**src/rtl/convolve_fpga_mac_accum.sv**
```systemverilog
// convolve_fpga_mac_accum
//   Accumulates one window of TAPS signed 16-bit tap products from the
//   multiplier pipeline into a single output pixel. Each finished sum is
//   rounded (half up), arithmetically shifted right by SHIFT and clamped to an
//   unsigned OUT_W-bit pixel. The shared pipeline enable ce is driven back
//   upstream, so a stalled consumer freezes the whole multiplier chain.
//
// Ports
//   ap_clk      in   1      rising-edge clock
//   ap_rst_n    in   1      active-low reset, asserted asynchronously, released synchronously
//   prod_data   in   16     signed tap product
//   prod_valid  in   1      prod_data valid (consumed only when ce=1)
//   prod_last   in   1      closing product of the window, qualified by prod_valid
//   ce          out  1      pipeline enable to the multiplier and upstream stages
//   out_data    out  OUT_W  clamped pixel
//   out_valid   out  1      out_data valid
//   out_ready   in   1      consumer accepts out_data
//   tap_err     out  1      sticky: a window closed with a tap count other than TAPS
module convolve_fpga_mac_accum #(
  parameter int ACC_W = 24,
  parameter int TAPS  = 9,
  parameter int SHIFT = 4,
  parameter int OUT_W = 8
) (
  input  logic             ap_clk,
  input  logic             ap_rst_n,
  input  logic [15:0]      prod_data,
  input  logic             prod_valid,
  input  logic             prod_last,
  output logic             ce,
  output logic [OUT_W-1:0] out_data,
  output logic             out_valid,
  input  logic             out_ready,
  output logic             tap_err
);

  typedef enum logic {
    ST_FIRST = 1'b0,
    ST_ACC   = 1'b1
  } state_t;

  localparam int RND_SH = (SHIFT > 0) ? SHIFT - 1 : 0;
  localparam logic signed [ACC_W:0] RND =
    (SHIFT > 0) ? ((ACC_W+1)'(1) << RND_SH) : '0;

  // Round half up, arithmetic shift, clamp to [0, 2^OUT_W-1]. One guard bit
  // keeps the rounding add from wrapping at the top of the accumulator range.
  function automatic logic [OUT_W-1:0] round_clamp(input logic signed [ACC_W-1:0] s);
    logic signed [ACC_W:0] t;
    t = {s[ACC_W-1], s};
    t = t + RND;
    t = t >>> SHIFT;
    if (t[ACC_W])
      round_clamp = '0;
    else if (|t[ACC_W-1:OUT_W])
      round_clamp = '1;
    else
      round_clamp = t[OUT_W-1:0];
  endfunction

  // Reset synchronizer: assertion propagates immediately, release lands on a
  // clock edge so no flop sees reset removal near its capture window.
  logic [1:0] r_rst_sync;
  logic       w_rst_n;

  always_ff @(posedge ap_clk or negedge ap_rst_n) begin
    if (!ap_rst_n) r_rst_sync <= 2'b00;
    else           r_rst_sync <= {r_rst_sync[0], 1'b1};
  end

  assign w_rst_n = r_rst_sync[1];

  state_t                   r_state, w_state_nxt;
  logic signed [ACC_W-1:0]  r_acc_p0;
  logic [7:0]               r_tap_cnt_p0;
  logic [OUT_W-1:0]         r_out_data_p1;
  logic                     r_out_valid_p1;
  logic                     r_tap_err;

  logic signed [15:0]       w_prod;
  logic signed [ACC_W-1:0]  w_ext;
  logic signed [ACC_W-1:0]  w_sum;
  logic                     w_acc_en;
  logic                     w_emit;
  logic                     w_bad_cnt;
  logic [8:0]               w_cnt_close;
  logic [7:0]               w_cnt_inc;
  logic [OUT_W-1:0]         w_pix;

  // Backpressure: the only stall source is a held, unaccepted output.
  assign ce       = !r_out_valid_p1 | out_ready;
  assign w_acc_en = prod_valid & ce;
  assign w_prod   = signed'(prod_data);

  always_comb begin
    w_state_nxt = r_state;
    w_ext       = {{(ACC_W-16){w_prod[15]}}, w_prod};
    w_sum       = (r_state == ST_FIRST) ? w_ext : r_acc_p0 + w_ext;
    w_emit      = w_acc_en & prod_last;
    w_cnt_close = {1'b0, r_tap_cnt_p0} + 9'd1;
    w_bad_cnt   = (w_cnt_close != 9'(TAPS));
    w_pix       = round_clamp(w_sum);
    if (r_state == ST_FIRST)
      w_cnt_inc = 8'd1;
    else if (r_tap_cnt_p0 == 8'hFF)
      w_cnt_inc = r_tap_cnt_p0;
    else
      w_cnt_inc = r_tap_cnt_p0 + 8'd1;
    if (w_acc_en)
      w_state_nxt = prod_last ? ST_FIRST : ST_ACC;
  end

  always_ff @(posedge ap_clk or negedge w_rst_n) begin
    if (!w_rst_n) r_state <= ST_FIRST;
    else          r_state <= w_state_nxt;
  end

  // Stage p0: window accumulation
  always_ff @(posedge ap_clk or negedge w_rst_n) begin
    if (!w_rst_n) begin
      r_acc_p0     <= '0;
      r_tap_cnt_p0 <= '0;
    end else if (w_acc_en) begin
      if (prod_last) begin
        r_acc_p0     <= '0;
        r_tap_cnt_p0 <= '0;
      end else begin
        r_acc_p0     <= w_sum;
        r_tap_cnt_p0 <= w_cnt_inc;
      end
    end
  end

  // Stage p1: output register; a new emit wins over the handshake clear so
  // back-to-back pixels flow without a bubble.
  always_ff @(posedge ap_clk or negedge w_rst_n) begin
    if (!w_rst_n) begin
      r_out_data_p1  <= '0;
      r_out_valid_p1 <= 1'b0;
      r_tap_err      <= 1'b0;
    end else begin
      if (w_emit) begin
        r_out_data_p1  <= w_pix;
        r_out_valid_p1 <= 1'b1;
      end else if (r_out_valid_p1 & out_ready) begin
        r_out_valid_p1 <= 1'b0;
      end
      if (w_emit & w_bad_cnt)
        r_tap_err <= 1'b1;
    end
  end

  assign out_data  = r_out_data_p1;
  assign out_valid = r_out_valid_p1;
  assign tap_err   = r_tap_err;

endmodule

```
**config.mk**
```make
export PLATFORM = sky130hd
export DESIGN_NAME = convolve_fpga_mac_accum
export DESIGN_NICKNAME = d
export VERILOG_FILES = /design/src/rtl/convolve_fpga_mac_accum.sv
export SDC_FILE = /design/constraint.sdc
export NUM_CORES = 1
export LEC_CHECK = 0
export CAP_MARGIN = 20
export CORE_AREA = 2 2 124 126
export DETAILED_ROUTE_END_ITERATION = 8
export DIE_AREA = 0 0 126 128
export PLACE_DENSITY_LB_ADDON = 0.15
export SLEW_MARGIN = 20
export SYNTH_ARGS = -nofsm -noshare
export SYNTH_HDL_FRONTEND = slang
export SYNTH_SLANG_ARGS = --single-unit
```
**constraint.sdc**
```tcl
create_clock -name ap_clk -period 1.73 [get_ports ap_clk]
set_input_delay 0.173 -clock ap_clk [delete_from_list [all_inputs] [get_ports ap_clk]]
set_output_delay 0.173 -clock ap_clk [all_outputs]
set_load 0.02 [all_outputs]
```
Word level (Yosys, flattened, before mapping)
Cells that the tools add are included.
{"block": "totals", "ff_bits": 45, "output_inout_bits": 11}
{"block": "classes", "eq_ne": 3, "n_reduce_logical": 4, "muxes": 10, "bitwise_logic": 5, "addsub": 4}
{"operator": "2-to-1 mux 24 bit", "count": 2}
{"operator": "2-to-1 mux 8 bit", "count": 5}
{"operator": "adder 24 x 5 -> 25 bit, second input constant", "count": 1}
{"operator": "adder 24 x 16 -> 24 bit", "count": 1}
{"operator": "OR reduction 13 bit", "count": 1}
{"operator": "adder 8 x 1 -> 9 bit, second input constant", "count": 1}
{"operator": "inequality test 9 x 4 -> 1 bit, second input constant", "count": 1}
{"operator": "adder 8 x 1 -> 8 bit, second input constant", "count": 1}
{"operator": "== test 8 bit, second input constant", "count": 1}
{"operator": "bitwise AND 1 bit", "count": 4}
{"operator": "2-to-1 mux 1 bit", "count": 3}
{"operator": "inequality test 3 bit, second input constant", "count": 1}
{"operator": "AND reduction 2 bit", "count": 1}
{"operator": "nonzero test 2 bit", "count": 1}
{"operator": "logical NOT 1 bit", "count": 1}
{"operator": "OR 1 bit", "count": 1}

Logic depth before layout (Yosys ltp)
Gate-level depths: netlist of the first run.
{"block": "depth", "ltp_word": 6, "ltp_mapped": 17, "depth_no_buf": 16}

Least setup slack after synthesis of the first run
OpenSTA, ideal clock, no wires.
{"block": "synth_timing", "kind": "reg-to-reg", "from": "register r_acc_p0[0]", "to": "register r_out_data_p1[4], in the netlist out_data[4]", "setup_slack_ns": -1.906, "arrival_time_ns": 3.486, "path_stages_with_launch": 18, "t_required_ns": 1.580, "path_cell_list": "dfrtp_1 > ha_1 > inv_1 > fa_1 > nand2b_1 > a21oi_1 > xor2_1 > mux2_2 > ha_1 > inv_1 > a211o_1 > a2111oi_2 > nand3_1 > o21a_1 > o41ai_2 > and4_1 > buf_6 > a41oi_2"}
{"block": "synth_between", "elab_chain_len": 6}
{"item": "start, declared", "line_no": "74", "text": "logic signed [ACC_W-1:0] r_acc_p0;"}
{"item": "start signal, assigned", "line_no": "128", "text": "r_acc_p0 <= w_sum;"}
{"item": "adder 24 x 16 -> 24 bit (*)", "line_no": "98", "text": "w_sum = (r_state == ST_FIRST) ? w_ext : r_acc_p0 + w_ext;"}
{"item": "2-to-1 mux 24 bit (*)", "line_no": "98"}
{"item": "adder 24 x 5 -> 25 bit (*)", "line_no": "51", "text": "t = t + RND;"}
{"item": "OR reduction 13 bit", "line_no": "55", "text": "else if (|t[ACC_W-1:OUT_W])"}
{"item": "2-to-1 mux 8 bit", "line_no": "55"}
{"item": "2-to-1 mux 8 bit (*)", "line_no": "53", "text": "if (t[ACC_W])"}
{"item": "end signal, assigned", "line_no": "143", "text": "r_out_data_p1 <= w_pix;"}
{"item": "end, declared", "line_no": "76", "text": "logic [OUT_W-1:0] r_out_data_p1;"}
Every way passes the cells marked *; elsewhere a longest branch is shown, timed or not.
A chain may end at the register's enable or synchronous reset.

Final worst setup path of the first run
Same ends and word-level chain as after synthesis.

==> results.json, run 1 <==
{
  "ys_types": 83,
  "start_kind": "register",
  "yosysSeqAreaShare_pct": 25.68,
  "pin_count": 32,
  "r2r_slack_ps": -1890,
  "syn_inst": 540,
  "cts_inserted_buffers": 5,
  "cpLargestDelayFamily": "compound AO/OA/AOI/OAI gates",
  "fin_area_sq_mm": 0.007278,
  "cp-end-kind": "register",
  "reg2reg_depth": 16,
  "crit_buf_inv": 3,
  "worst_pin_slew_ps": 492.2,
  "p_per_area_mw_per_mm2": 945.4,
  "grt_usage_pct": 19.96,
  "critical_path_required_ps": 1890,
  "clock_skew_ps": 10.31,
  "synth-seq-cells": 45,
  "cp_slowest_stage_delay_ps": 390,
  "htree_levels": 2,
  "worstPathMaxFanout": 8,
  "status": "finished with violations",
  "die_y_um": 128,
  "routabilityCongestion": 0.8629,
  "drive_gt1_share_pct": 44.40,
  "antenna_found_initial": 0,
  "path_class": "reg2reg",
  "nNetsFinal": 797,
  "drt-initial-drc-count": 264,
  "final_cell_mix": "176 x buf_4, 55 x nand2_1, 44 x dfrtp_1",
  "synth-edff-count": 0,
  "irDropWorstVdd_v": 0.0005110,
  "violations": "setup timing",
  "syn_nets": 588,
  "slowest_stage": "dfrtp_1",
  "yosysWarnings": 0,
  "fp-row-count": 45,
  "rsz0062_at_grt": "yes",
  "path_cells": "ha_4 > inv_2 > fa_2 > nand2b_4 > a21o_4 > a211oi_4 > nor4_2 > a211oi_2 > buf_4 > o211ai_1 > o31ai_4 > o211ai_1 > nor4_2 > and4_1 > buf_6 > a41oi_2",
  "dp_hpwl_mm": 12.19,
  "fin_crit_ps": 3620,
  "via_count": 4994,
  "port_buffers": 31,
  "fmax_ghz": 0.2763,
  "antenna_left": 0,
  "cts_hold_buf": 0,
  "vias_per_cell": 5.324,
  "drv_cap": 0,
  "wl_per_cell_um": 17.21,
  "die_area_sq_mm": 0.01613,
  "syn_area_sq_mm": 0.004384,
  "diodes": 0,
  "start_util_pct": 29.49,
  "area_growth_pct": 66.01,
  "min_path_type": "in2async",
  "place_inst": 906,
  "cts.path.max_buffers": 2,
  "worst_slack_ps": -1890,
  "insertion_delay_ps": 300,
  "synth_area_per_cell_sq_um": 8.119,
  "post-route-drc-count": 0,
  "cts_sinks": 45,
  "cts.clk_slew.worst_paths_ps": 60,
  "tritoncts": "built",
  "grt_pass1_vias": 4975,
  "min_period_over_period_pct": 209.2,
  "cts-root-buf": "clkbuf_16",
  "grt_max_degree": 27,
  "overflow": 0,
  "regToRegEndpoint": "out_data[4]$_DFFE_PN0P_",
  "async_reset_ff_share_pct": 100.0,
  "first_pass_iters": 5,
  "ys.flop_type": "dfrtp_1",
  "finalNonFillerCells": 938,
  "r2r_start": "r_acc_p0[0]$_DFFE_PN0P_",
  "dpl-instance-area_sq_mm": 0.006369,
  "arrival_ps": 3780,
  "finalWirelength_mm": 16.15,
  "final_hold_viol_count": 0,
  "setup_viol": 30,
  "max_slew_margin_pct": 66.84,
  "static-leakage-power_nw": 3.111,
  "coreArea_sq_mm": 0.01486,
  "grt_pass1_wl_mm": 26.10,
  "utilization_pct": 48.96,
  "layout_commonest_cell": "buf_4",
  "die_width_um": 126,
  "finalMaxSlewViolations": 0
}
-- Yosys cell counts, types with 8 or more instances --
library cell	instances	area [sq um]
inv_1	17	63.81
nor3_1	12	60.06
nand3_1	14	70.07
nor2_1	40	150.1
xnor2_1	13	113.9
clkbuf_1	14	52.55
a21o_1	8	60.06
a21oi_1	46	230.2
nand2b_1	14	87.58
buf_2	8	40.04
nand2_1	58	217.7
and3_1	10	62.56
a31oi_1	14	87.58
dfrtp_1	45	1126
ha_1	26	325.3
mux2i_1	12	120.1
o21ai_0	43	215.2
-- logic make-up (layout without fill, tap and decap cells) --
group / Yosys count / in the layout / synth area share (%)
buf+inv: 46 / 255 / 5.137
xor+xnor: 20 / 20 / 3.995
simple gates: 189 / 190 / 21.75
flops: 45 / 45 / 25.68
compound gates: 196 / 196 / 31.45
other cells: 1 / 1 / 0.08553
mux: 16 / 16 / 4.024
fa+ha+maj: 27 / 27 / 7.877
-- cell type report --
class                      instances  area [sq um]
clock buffer                       7         152.6
clock inverter                     1         5.005
fill                            1466          7586
inverter                          17         63.81
multi-input combinational        450          3779
sequential                        45          1127
tap                              188         235.2
timing repair buffer             230          1916
-- what timing repair did --
| action | 4_1_cts | 5_1_grt |
|---|---|---|
| buffers inserted | 12 | 11 |
| gates cloned | 1 | 0 |
| resized for setup | 68 | 53 |
| setup endpoints to repair | 37 | 36 |
| hold endpoints to repair | 0 | 0 |
| pin swaps | 32 | 17 |
-- through the flow --
step | setup TNS [ps] | setup slack, ps | total power [W] | hold WS (ps)
after floorplan | -19230 | -1619 | 0.003444 | -122.6
after global placement | -38220 | -2158 | 0.005093 | 159.1
after detailed placement | -39890 | -2277 | 0.005136 | 154.9
after CTS | -29660 | -1927 | 0.006608 | 37.72
after global routing | -32810 | -2076 | 0.007303 | 36.96
final | -29400 | -1890 | 0.006881 | 33.71
-- metal layers --
| layer | up-vias | part of all wire, % | track usage, % | routed length, um |
|---|---|---|---|---|
| met4 | 0 | 1.3 | 4.590 | 213 |
| met3 | 15 | 2.6 | 2.003 | 416 |
| met5 | - | 0 | 0 | 0 |
| met2 | 87 | 47 | 32.54 | 7569 |
| li1 | 2441 | - | - | - |
| met1 | 2451 | 49 | 28.60 | 7946 |
-- worst reg2reg max path, cell delays in order, from the launching register on --
cell and delay, ps:
dfrtp_1 390, ha_4 160, inv_2 40, fa_2 330, nand2b_4 180, a21o_4 230, a211oi_4 350, nor4_2 80
a211oi_2 290, buf_4 160, o211ai_1 130, o31ai_4 260, o211ai_1 140, nor4_2 290, and4_1 240, buf_6 130
a41oi_2 80
-- flip-flops by register name, indices dropped and copies added, names as in the netlist --
| register | count |
|---|---|
| out_valid | 1 |
| tap_err | 1 |
| r_rst_sync | 2 |
| r_state | 1 |
| r_tap_cnt_p0 | 8 |
| out_data | 8 |
| r_acc_p0 | 24 |
-- worst max path at each step --
| stage | from | end | slack [ps] | cells past startpoint |
|---|---|---|---|---|
| 6_report | r_acc_p0[0]$_DFFE_PN0P_ | out_data[4]$_DFFE_PN0P_ | -1890 | 16 |
| 3_3_place_gp | prod_data[8] | out_data[4]$_DFFE_PN0P_ | -2160 | 15 |
| 4_1_cts | r_acc_p0[0]$_DFFE_PN0P_ | out_data[4]$_DFFE_PN0P_ | -1930 | 15 |
| 3_5_place_dp | prod_data[0] | out_data[4]$_DFFE_PN0P_ | -2280 | 16 |
| 2_1_floorplan | r_acc_p0[0]$_DFFE_PN0P_ | out_data[4]$_DFFE_PN0P_ | -1620 | 17 |
| 5_1_grt | r_acc_p0[0]$_DFFE_PN0P_ | out_data[3]$_DFFE_PN0P_ | -2080 | 16 |
-- power breakdown --
part | leakage [nW] | internal [W] | switching [W] | total (W)
Sequential | 0.578 | 0.00122 | 0.000165 | 0.00138
Combinational | 2.45 | 0.00227 | 0.00218 | 0.00445
Clock | 0.0799 | 0.000613 | 0.000438 | 0.00105
Total | 3.11 | 0.00410 | 0.00278 | 0.00688
Power figures use the tool's default switching activity.
==> inputs of run 2 (changes only) <==
- CORE_AREA: 2 2 124 126 -> 2 2 102 104
- DIE_AREA: 0 0 126 128 -> 0 0 104 106
==> run 2 against run 1 <==
Compared with the run above:
- critical endpoint unchanged
- sequential power barely moved
- core utilization is 24 points higher
- the flow still finishes with violations (setup timing)
- die area is 32% lower
==> results.json, run 2 (synthesized netlist as in run 1, its figures left out) <==
{
  "status": "finished with violations",
  "violations": "setup timing",
  "grt_usage_pct": 27.13,
  "grt_pass1_wl_mm": 24.38,
  "routabilityCongestion": 0.9009,
  "first_pass_iters": 5,
  "worst_pin_slew_ps": 780.2,
  "finalMaxSlewViolations": 0,
  "static-leakage-power_nw": 3.095,
  "comb_power_share_pct": 66.2,
  "fmax_ghz": 0.2721,
  "worst_slack_ps": -1945,
  "drive_gt1_share_pct": 45.58,
  "final_cell_mix": "170 x buf_4, 54 x nand2_1, 44 x dfrtp_1",
  "post-route-drc-count": 0,
  "fin_crit_ps": 3675,
  "overflow": 0,
  "switching_power_w": 0.002856,
  "cp-end-kind": "register",
  "insertion_delay_ps": 320,
  "pwr-share-clk_pct": 13.9,
  "irDropWorstVdd_v": 0.0007227,
  "min_period_over_period_pct": 212.4,
  "nNetsFinal": 793,
  "drv_cap": 0,
  "area_growth_pct": 66.75,
  "worstPathMaxFanout": 8,
  "fin_total_pwr_w": 0.006983,
  "cts-root-buf": "clkbuf_8",
  "cts.clk_slew.worst_paths_ps": 90,
  "r2r_slack_ps": -1950,
  "min_path_type": "in2async",
  "port_buffers": 31,
  "start_kind": "register",
  "drt-initial-drc-count": 306,
  "via_count": 5175,
  "vias_per_cell": 5.867,
  "wl_per_cell_um": 18.41,
  "coreArea_sq_mm": 0.01000,
  "reg2reg_depth": 17,
  "setup_viol": 30,
  "cellInternalPower_w": 0.004127,
  "die_y_um": 106,
  "grt_max_degree": 30,
  "final_hold_viol_count": 0,
  "switching_share_pct": 40.90,
  "p_per_area_mw_per_mm2": 955.1,
  "cts_inserted_buffers": 5,
  "diodes": 0,
  "arrival_ps": 3860,
  "setup_tns_ps": -30930,
  "cts_sinks": 45,
  "rsz0062_at_grt": "yes",
  "finalWirelength_mm": 16.24,
  "largest_register_ffs": 24,
  "max_slew_margin_pct": 47.80,
  "seq_power_share_pct": 19.9,
  "pin_count": 32,
  "tritoncts": "built",
  "cts.path.max_buffers": 2,
  "die_width_um": 104,
  "antenna_found_initial": 0,
  "critical_path_required_ps": 1910,
  "top_register": "r_acc_p0",
  "die_area_sq_mm": 0.01102,
  "dp_hpwl_mm": 11.04,
  "antenna_left": 0,
  "path_class": "reg2reg",
  "layout_commonest_cell": "buf_4",
  "grt_pass1_vias": 4982,
  "fp-row-count": 37,
  "start_util_pct": 43.84,
  "clock_skew_ps": 15.80,
  "htree_levels": 2
}
## run 2: layer usage
layer / vias to the layer above / wire length, um / global-route usage [%]
met5: - / 0 / 0
met1: 2532 / 7042 / 36.21
li1: 2434 / - / -
met3: 41 / 858 / 3.433
met4: 0 / 447 / 7.529
met2: 168 / 7889 / 46.43
## run 2: area by class of cell
cell class / count / area (sq um)
inverter: 17 / 63.81
clock inverter: 3 / 65.06
clock buffer: 5 / 68.82
fill: 732 / 2689
multi-input combinational: 450 / 3896
timing repair buffer: 226 / 1919
tap: 136 / 170.2
sequential: 45 / 1127
## run 2: final timing paths
kind	startpoint	endpoint
setup reg to reg	r_acc_p0[0]$_DFFE_PN0P_	out_data[4]$_DFFE_PN0P_
setup / recovery	r_acc_p0[0]$_DFFE_PN0P_	out_data[4]$_DFFE_PN0P_
max in group asynchronous	r_rst_sync[1]$_DFF_PN0_	out_data[7]$_DFFE_PN0P_
min in group ap_clk	r_rst_sync[0]$_DFF_PN0_	r_rst_sync[1]$_DFF_PN0_
hold / removal	ap_rst_n	r_rst_sync[0]$_DFF_PN0_
hold reg to reg	r_rst_sync[1]$_DFF_PN0_	r_acc_p0[2]$_DFFE_PN0P_
## run 2: power groups by stage
stage	Clock, W	Sequential, W	Combinational [W]
2_1_floorplan	0	0.00141	0.00203
3_3_place_gp	0	0.00138	0.00353
3_5_place_dp	0	0.00138	0.00359
4_1_cts	0.000984	0.00138	0.00407
5_1_grt	0.00102	0.00140	0.00491
6_report	0.000974	0.00139	0.00462
## run 2: worst max-delay path: stages (launching register included)
cell       delay [ps]
dfrtp_1           420
ha_4              170
buf_4             130
a211oi_4          220
buf_6             150
buf_6             100
o21ai_4            80
a221oi_4          380
xnor2_2           120
a21boi_2          170
buf_4             140
o211a_4           260
a2111oi_4         310
a41oi_2            70
nor4_2            320
and4_1            250
buf_6             130
a41oi_2            90
## run 2: stage by stage
stage	instances	hold slack, ps	utilization (%)	setup slack, ps	instance area, sq um
2_1_floorplan	540	-122.6	-	-1619	4677
3_3_place_gp	837	241.8	61.89	-2146	6188
3_5_place_dp	837	240.6	61.89	-2264	6188
4_1_cts	864	7.514	68.51	-1933	6850
5_1_grt	882	14.79	73.11	-2120	7311
6_report	882	16.76	73.11	-1945	7311
## run 2: repair_timing
item                       CTS  global route
setup buffers               22            20
cloned                       1             1
pin swaps                   45            30
hold buffers                 0             0
setup endpoints to repair   37            38
resized for setup           74            66
